--- config.mk ---
export PLATFORM = sky130hd
export DESIGN_NAME = load_store_unit
export DESIGN_NICKNAME = d
export VERILOG_FILES = /design/src/rtl/lsu_pkg.sv /design/src/rtl/lsu_lane_align.sv /design/src/rtl/load_store_unit.sv
export SDC_FILE = /design/constraint.sdc
export NUM_CORES = 1
export LEC_CHECK = 0
export ABC_AREA = 1
export BUFFER_PORTS_ARGS = -buffer_cell sky130_fd_sc_hd__buf_4
export CAP_MARGIN = 40
export CORE_MARGIN = 2
export CORE_UTILIZATION = 45
export DETAILED_ROUTE_END_ITERATION = 8
export GPL_TIMING_DRIVEN = 0
export PLACE_DENSITY = 0.83
export SLEW_MARGIN = 20
export SYNTH_ARGS = -nofsm -noshare
export SYNTH_HDL_FRONTEND = slang
export SYNTH_HIERARCHICAL = 1
export SYNTH_SLANG_ARGS = --single-unit
--- constraint.sdc ---
create_clock -name clk -period 1.89 [get_ports clk]
set_clock_uncertainty 0.05 [all_clocks]
set_input_delay 0.378 -clock clk [delete_from_list [all_inputs] [get_ports clk]]
set_output_delay 0.378 -clock clk [all_outputs]
set_load 0.05 [all_outputs]
--- src/rtl/lsu_pkg.sv ---
// Shared types for the load/store unit: access-size encodings, FSM states
// and the byte-lane mask helper used by the store merge.
package lsu_pkg;

  localparam int unsigned LANES = 4;

  typedef enum logic [1:0] {
    SZ_BYTE = 2'b00,
    SZ_HALF = 2'b01,
    SZ_WORD = 2'b10,
    SZ_ILL  = 2'b11
  } size_e;

  typedef enum logic [2:0] {
    IDLE,
    RD,
    CAP,
    WR,
    RESP
  } state_e;

  // Byte lanes touched by an access of the given size at the given offset.
  function automatic logic [LANES-1:0] lane_mask(input size_e size, input logic [1:0] offset);
    logic [LANES-1:0] m;
    case (size)
      SZ_BYTE: m = 4'b0001 << offset;
      SZ_HALF: m = offset[1] ? 4'b1100 : 4'b0011;
      SZ_WORD: m = '1;
      default: m = '0;
    endcase
    return m;
  endfunction

endpackage

--- src/rtl/lsu_lane_align.sv ---
// Combinational lane handling: little-endian load extract with sign/zero
// extension, and read-modify-write merge of sub-word store data.
module lsu_lane_align
  import lsu_pkg::*;
(
  input  logic [31:0] i_word,
  input  logic [1:0]  i_offset,
  input  size_e       i_size,
  input  logic        i_unsigned,
  input  logic [31:0] i_wdata,
  output logic [31:0] o_load_data,
  output logic [31:0] o_merged
);

  logic [31:0] w_shifted;
  logic [31:0] w_repl;
  logic [3:0]  w_mask;

  assign w_shifted = i_word >> {i_offset, 3'b000};
  assign w_mask    = lane_mask(i_size, i_offset);

  always_comb begin
    o_load_data = w_shifted;
    case (i_size)
      SZ_BYTE: o_load_data = {{24{w_shifted[7] & ~i_unsigned}}, w_shifted[7:0]};
      SZ_HALF: o_load_data = {{16{w_shifted[15] & ~i_unsigned}}, w_shifted[15:0]};
      default: ;
    endcase
  end

  // Replicate store data across lanes so the mask alone picks the target bytes.
  always_comb begin
    w_repl = i_wdata;
    case (i_size)
      SZ_BYTE: w_repl = {4{i_wdata[7:0]}};
      SZ_HALF: w_repl = {2{i_wdata[15:0]}};
      default: ;
    endcase
    o_merged = i_word;
    for (int unsigned b = 0; b < 4; b++) begin
      if (w_mask[b]) o_merged[8*b +: 8] = w_repl[8*b +: 8];
    end
  end

endmodule

--- src/rtl/load_store_unit.sv ---
// Byte/half/word load-store front end for data_memory; one request in flight.
// MISALIGN_TRAP_EN: defined -> misaligned requests error out; undefined -> low address bits are forced to 0.
module load_store_unit
  import lsu_pkg::*;
#(
  parameter int unsigned ADDR_W = 32,
  parameter int unsigned DATA_W = 32
) (
  input  logic              clk,
  input  logic              reset,
  input  logic              req_valid,
  output logic              req_ready,
  input  logic              req_we,
  input  logic [1:0]        req_size,
  input  logic              req_unsigned,
  input  logic [ADDR_W-1:0] req_addr,
  input  logic [DATA_W-1:0] req_wdata,
  output logic              resp_valid,
  output logic [DATA_W-1:0] resp_rdata,
  output logic              resp_err,
  output logic [ADDR_W-1:0] mem_address,
  output logic [DATA_W-1:0] mem_write_data,
  output logic              mem_read,
  output logic              mem_write,
  input  logic [DATA_W-1:0] mem_read_data
);

  state_e            r_state, w_next;
  logic              r_we, r_unsigned, r_resp_err;
  size_e             r_size;
  logic [ADDR_W-1:0] r_addr;
  logic [DATA_W-1:0] r_wdata, r_resp_rdata;

  logic              w_accept, w_err;
  size_e             w_size;
  logic [ADDR_W-1:0] w_addr;
  logic [DATA_W-1:0] w_load_data, w_merged;

  assign w_size   = size_e'(req_size);
  assign w_accept = req_valid & req_ready;

`ifdef MISALIGN_TRAP_EN
  logic w_misalign;
  assign w_misalign = ((w_size == SZ_HALF) && req_addr[0]) ||
                      ((w_size == SZ_WORD) && (req_addr[1:0] != 2'b00));
  assign w_err      = (w_size == SZ_ILL) || w_misalign;
  assign w_addr     = req_addr;
`else
  assign w_err = (w_size == SZ_ILL);
  always_comb begin
    w_addr = req_addr;
    case (w_size)
      SZ_HALF: w_addr[0]   = 1'b0;
      SZ_WORD: w_addr[1:0] = 2'b00;
      default: ;
    endcase
  end
`endif

  always_ff @(posedge clk) begin
    if (reset) r_state <= IDLE;
    else       r_state <= w_next;
  end

  always_comb begin
    w_next = r_state;
    case (r_state)
      IDLE: begin
        if (w_accept) begin
          if (w_err)                             w_next = RESP;
          else if (req_we && w_size == SZ_WORD)  w_next = WR;
          else                                   w_next = RD;
        end
      end
      RD:      w_next = CAP;
      CAP:     w_next = r_we ? WR : RESP;
      WR:      w_next = RESP;
      RESP:    w_next = IDLE;
      default: w_next = IDLE;
    endcase
  end

  always_comb begin
    req_ready  = 1'b0;
    mem_read   = 1'b0;
    mem_write  = 1'b0;
    resp_valid = 1'b0;
    case (r_state)
      IDLE:    req_ready  = 1'b1;
      RD:      mem_read   = 1'b1;
      WR:      mem_write  = 1'b1;
      RESP:    resp_valid = 1'b1;
      default: ;
    endcase
  end

  // r_wdata holds raw store data until CAP, then the merged word for WR.
  always_ff @(posedge clk) begin
    if (reset) begin
      r_we         <= 1'b0;
      r_unsigned   <= 1'b0;
      r_size       <= SZ_BYTE;
      r_addr       <= '0;
      r_wdata      <= '0;
      r_resp_rdata <= '0;
      r_resp_err   <= 1'b0;
    end else if (w_accept) begin
      r_we         <= req_we;
      r_unsigned   <= req_unsigned;
      r_size       <= w_size;
      r_addr       <= w_addr;
      r_wdata      <= req_we ? req_wdata : '0;
      r_resp_rdata <= '0;
      r_resp_err   <= w_err;
    end else if (r_state == CAP) begin
      if (r_we) r_wdata      <= w_merged;
      else      r_resp_rdata <= w_load_data;
    end
  end

  lsu_lane_align u_align (
    .i_word      (mem_read_data),
    .i_offset    (r_addr[1:0]),
    .i_size      (r_size),
    .i_unsigned  (r_unsigned),
    .i_wdata     (r_wdata),
    .o_load_data (w_load_data),
    .o_merged    (w_merged)
  );

  assign mem_address    = {r_addr[ADDR_W-1:2], 2'b00};
  assign mem_write_data = r_wdata;
  assign resp_rdata     = r_resp_rdata;
  assign resp_err       = r_resp_err;

endmodule

After elaboration in Yosys (flattened, before gate mapping). Cells that the tools add are included. Widths: inputs -> output; s select.

Equal/unequal tests: 15. Mux-type cells: 23. Reduce and logical (&&, ||, !) cells: 12. Shift operators: 2. Bitwise operators: 5.

Operators with widths (number): $mux 32 (4); $pmux 32 s2 (2); $mux 8 (4); $shr 32x5->32 (1); $pmux 3 s4 (1); $pmux 4 s3 (1); $mux 3 (3); $reduce_and 3->1 (3); $ne 4x4->1 const B (2); $eq 2x2->1 const B (3); $eq 3x2->1 const B (2); $mux 1 (6); $ne 3x3->1 const B (2); $eq 2x1->1 const B (2); $mux 4 (1); $ne 2x2->1 const B (2); $reduce_and 4->1 (1); $reduce_bool 2->1 (2); $reduce_or 2->1 (2); $shl 1x2->4 const A (1); $and 1x1->1 (3); $eq 3x1->1 const B (1); $eq 3x3->1 const B (1); $logic_not 3->1 (1); 5 further kinds (6).

Logic and storage cells: 68. Input port bits: 103. Register bits: 104. Output and inout port bits: 101.

Logic depth before layout (Yosys ltp). Gate-level depths: netlist of the first run.

Depth after elaboration: 6. Depth in mapped cells: 11.

By module. The synthesis of the first run kept the hierarchy.

By module, submodules not included: load_store_unit (times used 1, area an instance 4854.7 µm², cells each 692); lsu_lane_align (times used 1, area an instance 1707.9 µm², cells each 347).

Worst setup path before layout of the first run. No wires, ideal clock.

Path type: register to output. From: register r_state[1]. To: output port resp_valid. Arrival: 1748 ps. Stages on the path, launching flop included: 4. Path slack: -286 ps. Data required time: 1462 ps. Cells stage by stage: dfxtp_1 > buf_4 > buf_1 > nor3_1.

Cells in the longest elaborated chain, start to end: 2.

Ends and longest elaborated chain: start, declared (line load_store_unit.sv:28) `state_e r_state, w_next;`; start signal, assigned (line load_store_unit.sv:62) `else r_state <= w_next;`; $eq 3x3->1 (line load_store_unit.sv:88) `case (r_state)`; $mux 1 (line load_store_unit.sv:88); end, declared (line load_store_unit.sv:18) `output logic resp_valid,`.

Every way passes these cells.

Final worst setup path of the first run.
From: register r_state[0]. To: output port req_ready.

Cells in the longest elaborated chain, start to end: 2.

Ends and longest elaborated chain: $logic_not 3->1 (line load_store_unit.sv:88); $mux 1 (line load_store_unit.sv:88); end, declared (line load_store_unit.sv:12) `output logic req_ready,`.

Every way passes these cells.

==> summary.md, run 1 <==
| Metric | Value |
|---|---|
| CP cell instances | `nor2_4 > buf_8 > nand2_1 > inv_2 > buf_6` |
| Slew @ Worst Pin | `approximately 500 ps` |
| Die area | `15600 µm²` |
| Crit. End Element | `primary output` |
| PD cells | `just under 900 nW/µm²` |
| H-tree depth | `3` |
| Vias in the first global route | `6894` |
| Num Clock Sinks | `roughly 100` |
| Unrepaired setup endpoints after global routing | `false` |
| Initial antenna violation count | `0` |
| Async set or reset register ratio after synthesis | `0%` |
| Wirelength per Cell | `15.3 µm` |
| Routed Wire Length | `22000 µm` |
| Synth unique cells | `32` |
| First-pass GRT wire length | `34500 µm` |
| GP Congestion | `roughly 1` |
| Commonest non-fill, non-tap cell in the layout | `nand2_1` |
| Initial Util | `a little under half` |
| Fin Setup TNS | `0 ps` |
| Most used DFF post-synth | `dfxtp_1` |
| Placed cells | `1423` |
| Max incr delay on CP | `370 ps` |
| Share of cells above drive strength 1 | `between 20% and 30%` |
| Synthesis Warnings | `6` |
| Chip Height | `about 120 µm` |
| WL met1 | `9330 µm` |
| Placement Rows | `44` |
| Layout Area Growth over Synthesis | `31.2%` |
| CTS tree | `built` |
| Core Area | `roughly 14000 µm²` |
| DRT Pass-1 Iters | `5` |
| Worst Path Max Fanout | `10` |
| Post-route insts no fill | `1439` |
| CTS Buf Count | `9` |
| CTS Hold Bufs | `0` |
| NumNets Final | `1355` |
| IO Count | `~200` |
| Clock buffer depth | `2` |
| Max-cap violations | `0` |
| Minimum clock period | `roughly 1800 ps` |
| # diodes | `0` |
| Via count | `roughly 7500` |
| Worst vdd ir | `between 0.5 and 0.6 mV` |
| Post-synth EDFFs | `0` |
| Reg clk slew, reported paths | `80 ps` |
| DRC errors left | `0` |
| Met3 wire length | `2080 µm` |
| Die width | `about 120 µm` |
| Met2 wire len | `~10000 µm` |
| Fmax | `554 MHz` |
| Outcome | `finished, final reports clean` |
| P_leak | `~0.0043 µW` |
| Highest metal used | `met4` |
| Final period util | `between 90% and 100%` |
| Crit Path Class | `flop to primary output` |
| Critical Path AT | `1380 ps` |
| CP required | `1460 ps` |
| R2r setup slk | `120 ps` |
| DRT antenna net count | `0` |
| Final Hold Vio Count | `0` |
| DP HPWL | `between 15000 and 20000 µm` |
| Clock Latency Late Sink | `360 ps` |
| Filler cells | `between 1000 and 1500` |
| Total grt overflow | `0` |
| Pins Over Slew Limit | `0` |
| HP Class | `input port to flop` |
| Clock root buffer | `clkbuf_16` |
| Sequential-to-total area share from yosys stat | `roughly a third` |
| Slew HR | `66.4%` |
| Pin count of the biggest net entering global routing | `20` |
| Final setup viols | `0` |
| Synth Cell Area | `6560 µm²` |
| Worst Path Buf+Inv | `3` |
| Port bufs | `roughly 200` |
| DR vias/cell | `around 5.2` |
| Worst path top cell family by delay | `buffers and inverters` |
| All-Layer GR Usage | `27.3%` |
| Register bit count reported by yosys | `104` |
| CP startpoint kind | `flop` |
| DR iter-0 viols | `about 740` |
| Synthesized area per cell | `approximately 6.3 µm²` |
| Most frequent cells in the layout | `448 x nand2_1, 238 x buf_4, 103 x dfxtp_1` |
| Synth Instances | `~1000` |
| Slowest stage cell, crit path | `dfxtp_1` |
## logic make-up after synthesis
kind of cell,synth area share (%)
other cells,0.0571
compound gates,7.07
fa+ha+maj,0.381
simple gates,49.2
buf+inv,11.6
flops,31.7
## worst reg2reg max path, cell delays in order (launching register included)
cell and delay [ps]:
dfxtp_1 470, inv_2 160, nor2_4 220, buf_2 260, nand2_1 70, nand3_1 80, nand2_1 50, nand2_1 60
nand4_1 110, a21oi_1 170
## final timing paths
| kind | start | to | cells after the start |
|---|---|---|---|
| max | r_state[0] | req_ready | 5 |
| min reg2reg | resp_rdata[4] | resp_rdata[4] | 2 |
| min | req_addr[6] | r_addr[6] | 3 |
| max reg2reg | r_addr[0] | resp_rdata[13] | 9 |
## per-layer routing
layer	up-vias	global-route usage, %
met3	45	6.19
met4	0	9.78
met5	-	0
met2	339	43.3
li1	3728	-
met1	3380	36.4
## sequential cells by signal, indices dropped and copies added (netlist names)
register,cells
r_size,2
resp_err,1
r_state,3
r_we,1
resp_rdata,32
r_unsigned,1
mem_write_data,32
r_addr,32
## synthesized netlist by cell type (3+ instances only)
cell type	number	area (µm²)
nand2_1	448	1680
dfxtp_1	104	2080
nor2_1	97	364
a21oi_1	67	335
nand3_1	56	280
nand4_1	42	263
buf_4	41	308
buf_2	32	160
nand3b_1	32	240
inv_1	23	86.3
clkbuf_1	15	56.3
nand3_2	13	130
buf_6	9	101
o21ai_1	9	45.0
inv_2	7	26.3
o211ai_1	7	52.6
nand2_2	6	37.5
nand3_4	5	87.6
nor2_4	4	45.0
buf_1	3	11.3
nand2_4	3	33.8
o21ai_0	3	15.0
## metrics by stage
step / worst slack, ps / hold WS (ps) / power [µW] / instance area (µm²) / util, %
after CTS: 41.1 / 208 / 7620 / 8590 / 59.8
after global placement: 158 / 402 / 5720 / 8300 / 57.7
after global routing: 0.445 / 213 / 8010 / 8610 / 59.9
after detailed placement: 130 / 404 / 5760 / 8300 / 57.7
after floorplan: 141 / 395 / 4810 / 6570 / -
final: 84.5 / 217 / 7650 / 8610 / 59.9
## power by group
part	total, µW	switching (µW)	internal, µW
clock network	1870	923	948
logic	3160	2060	1110
registers	2610	221	2390
## layout make-up
type | count | area [µm²] | share of cell area (%)
clock inverters | 6 | 50.0 | 0.581
multi-input cells | 804 | 3730 | 43.3
flip-flops and latches | 104 | 2080 | 24.2
repair buffers | 200 | 1510 | 17.5
inverters | 32 | 123 | 1.42
clock buffers | 10 | 239 | 2.78
well taps | 184 | 230 | 2.67
plain buffers | 99 | 647 | 7.52
## timing repair
| item | CTS | global route |
|---|---|---|
| resized for setup | 3 | 4 |
| buffers inserted | 0 | 1 |
| setup endpoints to repair | 2 | 11 |
| hold endpoints to repair | 0 | 0 |
| pin swaps | 0 | 1 |
Note: power is estimated with default switching activity, not from simulation.
==> inputs of run 2 (changes only) <==
==> constraint.sdc (replaced) <==
create_clock -name clk -period 1.89 [get_ports clk]
set_clock_uncertainty 0.05 [all_clocks]
set_input_delay 0.378 -clock clk [delete_from_list [all_inputs] [get_ports clk]]
set_output_delay 0.378 -clock clk [all_outputs]
set_load 0.02 [all_outputs]
==> run 2 against run 1 <==
  * Power decreased by 5.8%
  * Count of clock-buffer cells in the layout decreased by 1
  * Global-route usage increased by 0.29 points
  * Combinational power decreased by 14%
  * Critical path depth unchanged
  * Sequential share of layout area increased by 0.053 points
  * Sequential power about the same
  * Clock power about the same
  * Critical path type unchanged
  * Largest power group unchanged
==> summary.md, run 2 (synthesis gave the netlist of run 1 again) <==
| Metric | Value |
|---|---|
| Outcome | `finished, final reports clean (unchanged)` |
| Placement Rows | `44 (unchanged)` |
| Critical path origin | `r_state[1] (was r_state[0])` |
| Max incr delay on CP | `310 ps (was 370 ps)` |
| Slew HR | `61.6% (was 66.4%)` |
| P_leak | `0.00429 µW (about the same)` |
| H-tree depth | `3 (unchanged)` |
| Slowest stage cell, crit path | `dfxtp_1 (unchanged)` |
| Pins Over Slew Limit | `0 (unchanged)` |
| CTS Buf Count | `9 (unchanged)` |
| IO Count | `204 (unchanged)` |
| Layout Area Growth over Synthesis | `30.9% (was 31.2%)` |
| Register Area | `2080 µm² (about the same)` |
| Core Area | `14400 µm² (unchanged)` |
| DR vias/cell | `5.19 (was 5.21)` |
| Hold path startpoint | `req_addr[30] (was req_addr[6])` |
| Num Clock Sinks | `104 (unchanged)` |
| DRC errors left | `0 (unchanged)` |
| Chip Height | `125 µm (unchanged)` |
| Pre-CTS setup slack | `129 ps (was 130 ps)` |
| Total grt overflow | `0 (unchanged)` |
| Final setup viols | `0 (unchanged)` |
| Crit Path Class | `flop to primary output (unchanged)` |
| Final worst setup slack | `109 ps (was 84.5 ps)` |
| Final period util | `94.2% (was 95.5%)` |
| # diodes | `0 (unchanged)` |
| Worst Path Max Fanout | `19 (was 10)` |
| Clock buffer depth | `2 (unchanged)` |
| Slew @ Worst Pin | `576 ps (was 504 ps)` |
| DRT antenna net count | `0 (unchanged)` |
| NumNets Final | `1355 (unchanged)` |
| Grt met3 use | `5.07% (was 6.19%)` |
| Wirelength per Cell | `15.4 µm (was 15.3 µm)` |
| Unrepaired setup endpoints after global routing | `false (unchanged)` |
| Fin Setup TNS | `0 ps (unchanged)` |
| Worst r2r src | `r_size[1] (was r_addr[0])` |
| First-pass GRT wire length | `34700 µm (was 34500 µm)` |
| Critical Path AT | `1350 ps (was 1380 ps)` |
| Clock root buffer | `clkbuf_16 (unchanged)` |
| Clock Latency Late Sink | `360 ps (about the same)` |
| CTS tree | `built (unchanged)` |
| CP cell instances | `buf_4 > inv_4 > nand2_1 > inv_2 > buf_4 (was nor2_4 > buf_8 > nand2_1 > inv_2 > buf_6)` |
| Reg clk slew, reported paths | `80 ps (about the same)` |
| CP required | `1460 ps (about the same)` |
| DRT Pass-1 Iters | `5 (unchanged)` |
| Max-cap violations | `0 (unchanged)` |
| Routed Wire Length | `22200 µm (was 22000 µm)` |
| Share of cells above drive strength 1 | `27.6% (about the same)` |
| Final Hold Vio Count | `0 (unchanged)` |
| Worst vdd ir | `0.595 mV (was 0.573 mV)` |
| Final core utilization | `59.8% (was 59.9%)` |
| GRT busiest layer | `met2 (unchanged)` |
| Placed cells | `1423 (unchanged)` |
| All-Layer GR Usage | `27.6% (was 27.3%)` |
| Port bufs | `199 (unchanged)` |
| Crit-path most repeated cell | `buf_4` |
| GP Congestion | `0.960 (was 0.999)` |
| HP Class | `input port to flop (unchanged)` |
| Met2 usage | `44.2% (was 43.3%)` |
| DR iter-0 viols | `710 (was 739)` |
| CP startpoint kind | `flop (unchanged)` |
| Pin count of the biggest net entering global routing | `20 (unchanged)` |
| Die area | `15600 µm² (unchanged)` |
| Vias in the first global route | `6805 (was 6894)` |
| PD cells | `838 nW/µm² (was 888 nW/µm²)` |
| Crit. End Element | `primary output (unchanged)` |
| Post-route insts no fill | `1439 (unchanged)` |
| Initial antenna violation count | `0 (unchanged)` |
| Area of the multi-input gates | `3730 µm² (unchanged)` |
| Worst path top cell family by delay | `buffers and inverters (unchanged)` |
| Filler cells | `1444 (was 1419)` |
| DP HPWL | `17200 µm (was 17100 µm)` |
| Via count | `7468 (was 7492)` |
| Initial Util | `45.7% (unchanged)` |
| Commonest non-fill, non-tap cell in the layout | `nand2_1 (unchanged)` |
| Most frequent cells in the layout | `448 x nand2_1, 239 x buf_4, 102 x dfxtp_1 (was 448 x nand2_1, 238 x buf_4, 103 x dfxtp_1)` |
| Worst Path Buf+Inv | `4 (was 3)` |
| Fmax | `562 MHz (was 554 MHz)` |
| GR Util met1 | `37.3% (was 36.4%)` |
| Die width | `125 µm (unchanged)` |
| Minimum clock period | `1780 ps (was 1810 ps)` |
[run 2: cell count changes in the layout (fill, tap and decap cells not counted)]
cell        before  now
inv_8            0    2
clkinv_4         1    0
dfxtp_2          1    2
clkbuf_8         1    0
clkinvlp_4       2    0
buf_4          238  239
clkbuf_4         1    0
buf_8            1    0
buf_2           31   32
dfxtp_1        103  102
clkinv_2         0    2
[run 2: report_power, final]
group	switching (µW)	total, µW	internal [µW]	leakage, µW
Sequential	221	2610	2390	0.000852
Clock	945	1870	925	0.000144
Combinational	1630	2720	1090	0.00330
[run 2: cell type report]
| class | count | area share [%] |
|---|---|---|
| Buffer | 99 | 7.45 |
| Clock buffer | 9 | 2.62 |
| Clock inverter | 7 | 0.684 |
| Inverter | 32 | 1.43 |
| Multi-Input combinational cell | 804 | 43.4 |
| Sequential cell | 104 | 24.3 |
| Tap cell | 184 | 2.68 |
| Timing Repair Buffer | 200 | 17.5 |
[run 2: what timing repair did]
item	4_1_cts	5_1_grt
gates resized for setup	2	4
endpoints found under the hold margin	0	0
hold buffers	0	0
setup endpoints to repair	2	12
setup buffers	0	1
pin swaps	0	0
[run 2: path summary, 6_finish.rpt]
kind	to	slack, ps	depth (start not counted)
max	req_ready	110	5
max reg2reg	mem_write_data[22]	120	10
min	r_addr[30]	220	3
min reg2reg	resp_rdata[11]	420	2
[run 2: tightest hold or removal path: cells and delay by family]
family / cells / cell delay [ps]
AOI/OAI and AO/OA: 1 / 100
buffers and inverters: 1 / 70
and+or+nand+nor: 1 / 40
[run 2: per-layer routing]
| layer | vias to the layer above | part of all wire [%] | routed length, µm |
|---|---|---|---|
| li1 | 3727 | - | - |
| met1 | 3387 | 44 | 9680 |
| met2 | 319 | 46 | 10100 |
| met3 | 35 | 8.5 | 1890 |
| met4 | 0 | 2.3 | 503 |
| met5 | - | 0 | 0 |
[run 2: through the flow]
stage               hold WS, ps  cell area [µm²]  power (µW)
CTS                         209             8580        7180
global route                211             8590        7590
floorplan                   395             6570        4370
global placement            401             8290        5280
detailed placement          404             8290        5320
finish                      217             8590        7200
==> inputs of run 3 (changes only) <==
--- a/config.mk
+++ b/config.mk
@@ -12,9 +12,8 @@
 export CORE_UTILIZATION = 45
 export DETAILED_ROUTE_END_ITERATION = 8
 export GPL_TIMING_DRIVEN = 0
-export PLACE_DENSITY = 0.83
+export PLACE_DENSITY = 0.84
 export SLEW_MARGIN = 20
 export SYNTH_ARGS = -nofsm -noshare
 export SYNTH_HDL_FRONTEND = slang
-export SYNTH_HIERARCHICAL = 1
 export SYNTH_SLANG_ARGS = --single-unit
==> run 3 against run 2 <==
  * First-iteration DRC count down 27%
  * Core utilization rose by 2.1 points
  * Non-clock buffer count down 18
  * Routed wire length shrank 13%
  * Critical endpoint is now mem_write_data[4]
  * Global-route usage up 0.10 points
  * Critical path type is now flop to flop
  * Cell count is 7.4% lower
  * Combinational power decreased by 8.8%
  * Sequential power about the same
==> summary.md, run 3 <==
| Metric | Value |
|---|---|
| Outcome | `finished, final reports clean (unchanged)` |
| Worst path top cell family by delay | `simple AND/OR/NAND/NOR gates (was buffers and inverters)` |
| Design Area, Final | `7840 µm² (was 8590 µm²)` |
| Most frequent cells in the layout | `333 x nand2_1, 235 x buf_4, 113 x nor2_1 (was 448 x nand2_1, 239 x buf_4, 102 x dfxtp_1)` |
| Minimum clock period | `1760 ps (was 1780 ps)` |
| Synth Cell Area | `5850 µm² (was 6560 µm²)` |
| PD cells | `877 nW/µm² (was 838 nW/µm²)` |
| Most area-consuming cells after synthesis | `dfxtp_1 36%, nand2_1 21%, nor2_1 7.3% (was dfxtp_1 32%, nand2_1 26%, nor2_1 5.5%)` |
| Critical Path AT | `2000 ps (was 1350 ps)` |
| # diodes | `0 (unchanged)` |
| Chip Height | `118 µm (was 125 µm)` |
| Final setup viols | `0 (unchanged)` |
| Clock buffer depth | `2 (unchanged)` |
| CP required | `2130 ps (was 1460 ps)` |
| Post-synth top cells | `333 x nand2_1, 113 x nor2_1, 104 x dfxtp_1, 85 x inv_1, 72 x a21oi_1 (was 448 x nand2_1, 104 x dfxtp_1, 97 x nor2_1, 67 x a21oi_1, 56 x nand3_1)` |
| Routed Wire Length | `19300 µm (was 22200 µm)` |
| Unrepaired setup endpoints after global routing | `false (unchanged)` |
| Synthesized area per cell | `6.19 µm² (was 6.32 µm²)` |
| DP HPWL | `15200 µm (was 17200 µm)` |
| Via count | `6610 (was 7468)` |
| Crit Path Class | `flop to flop (was flop to primary output)` |
| Num Clock Sinks | `104 (unchanged)` |
| Slew HR | `60.4% (was 61.6%)` |
| Post-synth EDFFs | `0 (unchanged)` |
| Register bit count reported by yosys | `104 (unchanged)` |
| Final Hold Vio Count | `0 (unchanged)` |
| CP startpoint kind | `flop (unchanged)` |
| Synth unique cells | `28 (was 32)` |
| Fmax | `569 MHz (was 562 MHz)` |
| Max incr delay on CP | `370 ps (was 310 ps)` |
| Crit. End Element | `flop (was primary output)` |
| Worst vdd ir | `0.753 mV (was 0.595 mV)` |
| Max-cap violations | `0 (unchanged)` |
| Reg clk slew, reported paths | `80 ps (about the same)` |
| Count leader, synth | `nand2_1 (unchanged)` |
| Sequential-to-total area share from yosys stat | `35.6% (was 31.7%)` |
| Slowest stage cell, crit path | `nor2_2 (was dfxtp_1)` |
| Async set or reset register ratio after synthesis | `0% (unchanged)` |
| Port bufs | `199 (unchanged)` |
| CTS Buf Count | `9 (unchanged)` |
| Synth Instances | `945 (was 1039)` |
| Worst Path Max Fanout | `10 (was 19)` |
| Yosys top cell by area | `dfxtp_1 (unchanged)` |
| DR vias/cell | `4.96 (was 5.19)` |
| Met2 usage | `45.2% (was 44.2%)` |
| Fin Hold WS | `220 ps (was 217 ps)` |
| DRT antenna net count | `0 (unchanged)` |
| Area fraction of the dominant cell type after synthesis | `35.6% (was 31.7%)` |
| DRC errors left | `0 (unchanged)` |
| HP Class | `input port to flop (unchanged)` |
| Worst Path Buf+Inv | `1 (was 4)` |
| Pwr Total | `6880 µW (was 7200 µW)` |
| CTS tree | `built (unchanged)` |
| Grt met3 use | `9.54% (was 5.07%)` |
| Filler cells | `1235 (was 1444)` |
| Die area | `13900 µm² (was 15600 µm²)` |
| DRT Pass-1 Iters | `5 (unchanged)` |
| Die width | `118 µm (was 125 µm)` |
| Synthesis Warnings | `0 (was 6)` |
| GRT busiest layer | `met2 (unchanged)` |
| All-Layer GR Usage | `27.7% (was 27.6%)` |
| First-pass GRT wire length | `30800 µm (was 34700 µm)` |
| Layout Area Growth over Synthesis | `34.2% (was 30.9%)` |
| Final period util | `93.0% (was 94.2%)` |
| NumNets Final | `1261 (was 1355)` |
| Vias in the first global route | `6158 (was 6805)` |
| Core Area | `12700 µm² (was 14400 µm²)` |
| GR Util met1 | `34.6% (was 37.3%)` |
| Placed cell area | `7560 µm² (was 8290 µm²)` |
| Slew @ Worst Pin | `594 ps (was 576 ps)` |
| IO Count | `204 (unchanged)` |
| Commonest non-fill, non-tap cell in the layout | `nand2_1 (unchanged)` |
| Most used DFF post-synth | `dfxtp_1 (unchanged)` |
| DR iter-0 viols | `519 (was 710)` |
| Pin count of the biggest net entering global routing | `19 (was 20)` |
| GP Congestion | `1.00 (was 0.960)` |
| Fin Setup TNS | `0 ps (unchanged)` |
| Clock root buffer | `clkbuf_16 (unchanged)` |
| P_leak | `0.00421 µW (was 0.00429 µW)` |
| Pins Over Slew Limit | `0 (unchanged)` |
| H-tree depth | `3 (unchanged)` |
| Placement Rows | `41 (was 44)` |
| Initial Util | `46.1% (was 45.7%)` |
| Initial antenna violation count | `0 (unchanged)` |
| Clock Latency Late Sink | `360 ps (about the same)` |
| Share of cells above drive strength 1 | `25.8% (was 27.6%)` |
| CP cell instances | `nor2_4 > nand3_4 > buf_2 > nor2_2 > nand2_1 > nand2_1 > nor2_1 > nor2_1 (was buf_4 > inv_4 > nand2_1 > inv_2 > buf_4)` |
| Total grt overflow | `0 (unchanged)` |
| Wirelength per Cell | `14.5 µm (was 15.4 µm)` |
[run 3: cell count changes in the layout (fill, tap and decap cells not counted), sizes merged, moves of 6 or more]
cell	change
o21a	+18
a22oi	+7
nand3	-6
nand2	-115
nor2	+15
o211ai	-7
nand3b	-32
a31oi	+8
inv	+56
buf	-20
o21ai	+13
nand4	-42
[run 3: logic make-up (layout without fill, tap and decap cells)]
| kind of cell | Yosys count | after routing | share of synthesized area, % |
|---|---|---|---|
| AOI/OAI and AO/OA | 134 | 134 | 12.8 |
| adders and majority gates | 2 | 2 | 0.428 |
| buffers and inverters | 171 | 386 | 14.2 |
| DFF | 104 | 104 | 35.6 |
| other | 1 | 2 | 0.0641 |
| and+or+nand+nor | 533 | 533 | 36.9 |
[run 3: path summary, 6_finish.rpt]
kind                 from           endpoint  slack (ps)  cells after the start
min reg2reg    r_addr[24]         r_addr[24]         420                      2
max reg2reg    r_state[2]  mem_write_data[4]         130                      8
max            r_state[2]  mem_write_data[4]         130                      8
min          req_addr[12]         r_addr[12]         220                      3
[run 3: final cells by class]
cell class | count | area (µm²) | share of cell area (%)
Clock inverter | 6 | 52.6 | 0.670
Inverter | 89 | 334 | 4.26
Buffer | 82 | 499 | 6.36
Sequential cell | 104 | 2080 | 26.5
Multi-Input combinational cell | 671 | 2940 | 37.5
Clock buffer | 10 | 229 | 2.92
Tap cell | 172 | 215 | 2.74
Timing Repair Buffer | 199 | 1490 | 19.0
[run 3: stage by stage]
step / cells / worst slack (ps) / util (%)
final: 1333 / 131 / 61.9
after global routing: 1333 / 36.1 / 61.9
after CTS: 1333 / 133 / 61.9
after detailed placement: 1317 / 46.2 / 59.7
after global placement: 1317 / 135 / 59.7
after floorplan: 946 / 520 / -
[run 3: report_power, final]
part	switching, µW	internal, µW
sequential	168	2420
combinational	1510	973
clock	892	916
[run 3: repair_timing]
| action | CTS | global route |
|---|---|---|
| gates resized for setup | 0 | 2 |
| hold buffers | 0 | 0 |
| buffers inserted | 0 | 0 |
| endpoints found under the setup margin | 0 | 1 |
[run 3: metal layers]
metal | vias to the layer above | part of all wire (%)
li1 | 3332 | -
met1 | 2905 | 41
met2 | 336 | 46
met3 | 37 | 11
met4 | 0 | 2.0
met5 | - | 0
[run 3: worst register-to-register path: cells and delay by family, from the launching register on]
family	cells	cell delay, ps
buffers and inverters	1	220
flip-flops	1	350
AND/OR/NAND/NOR	7	1070
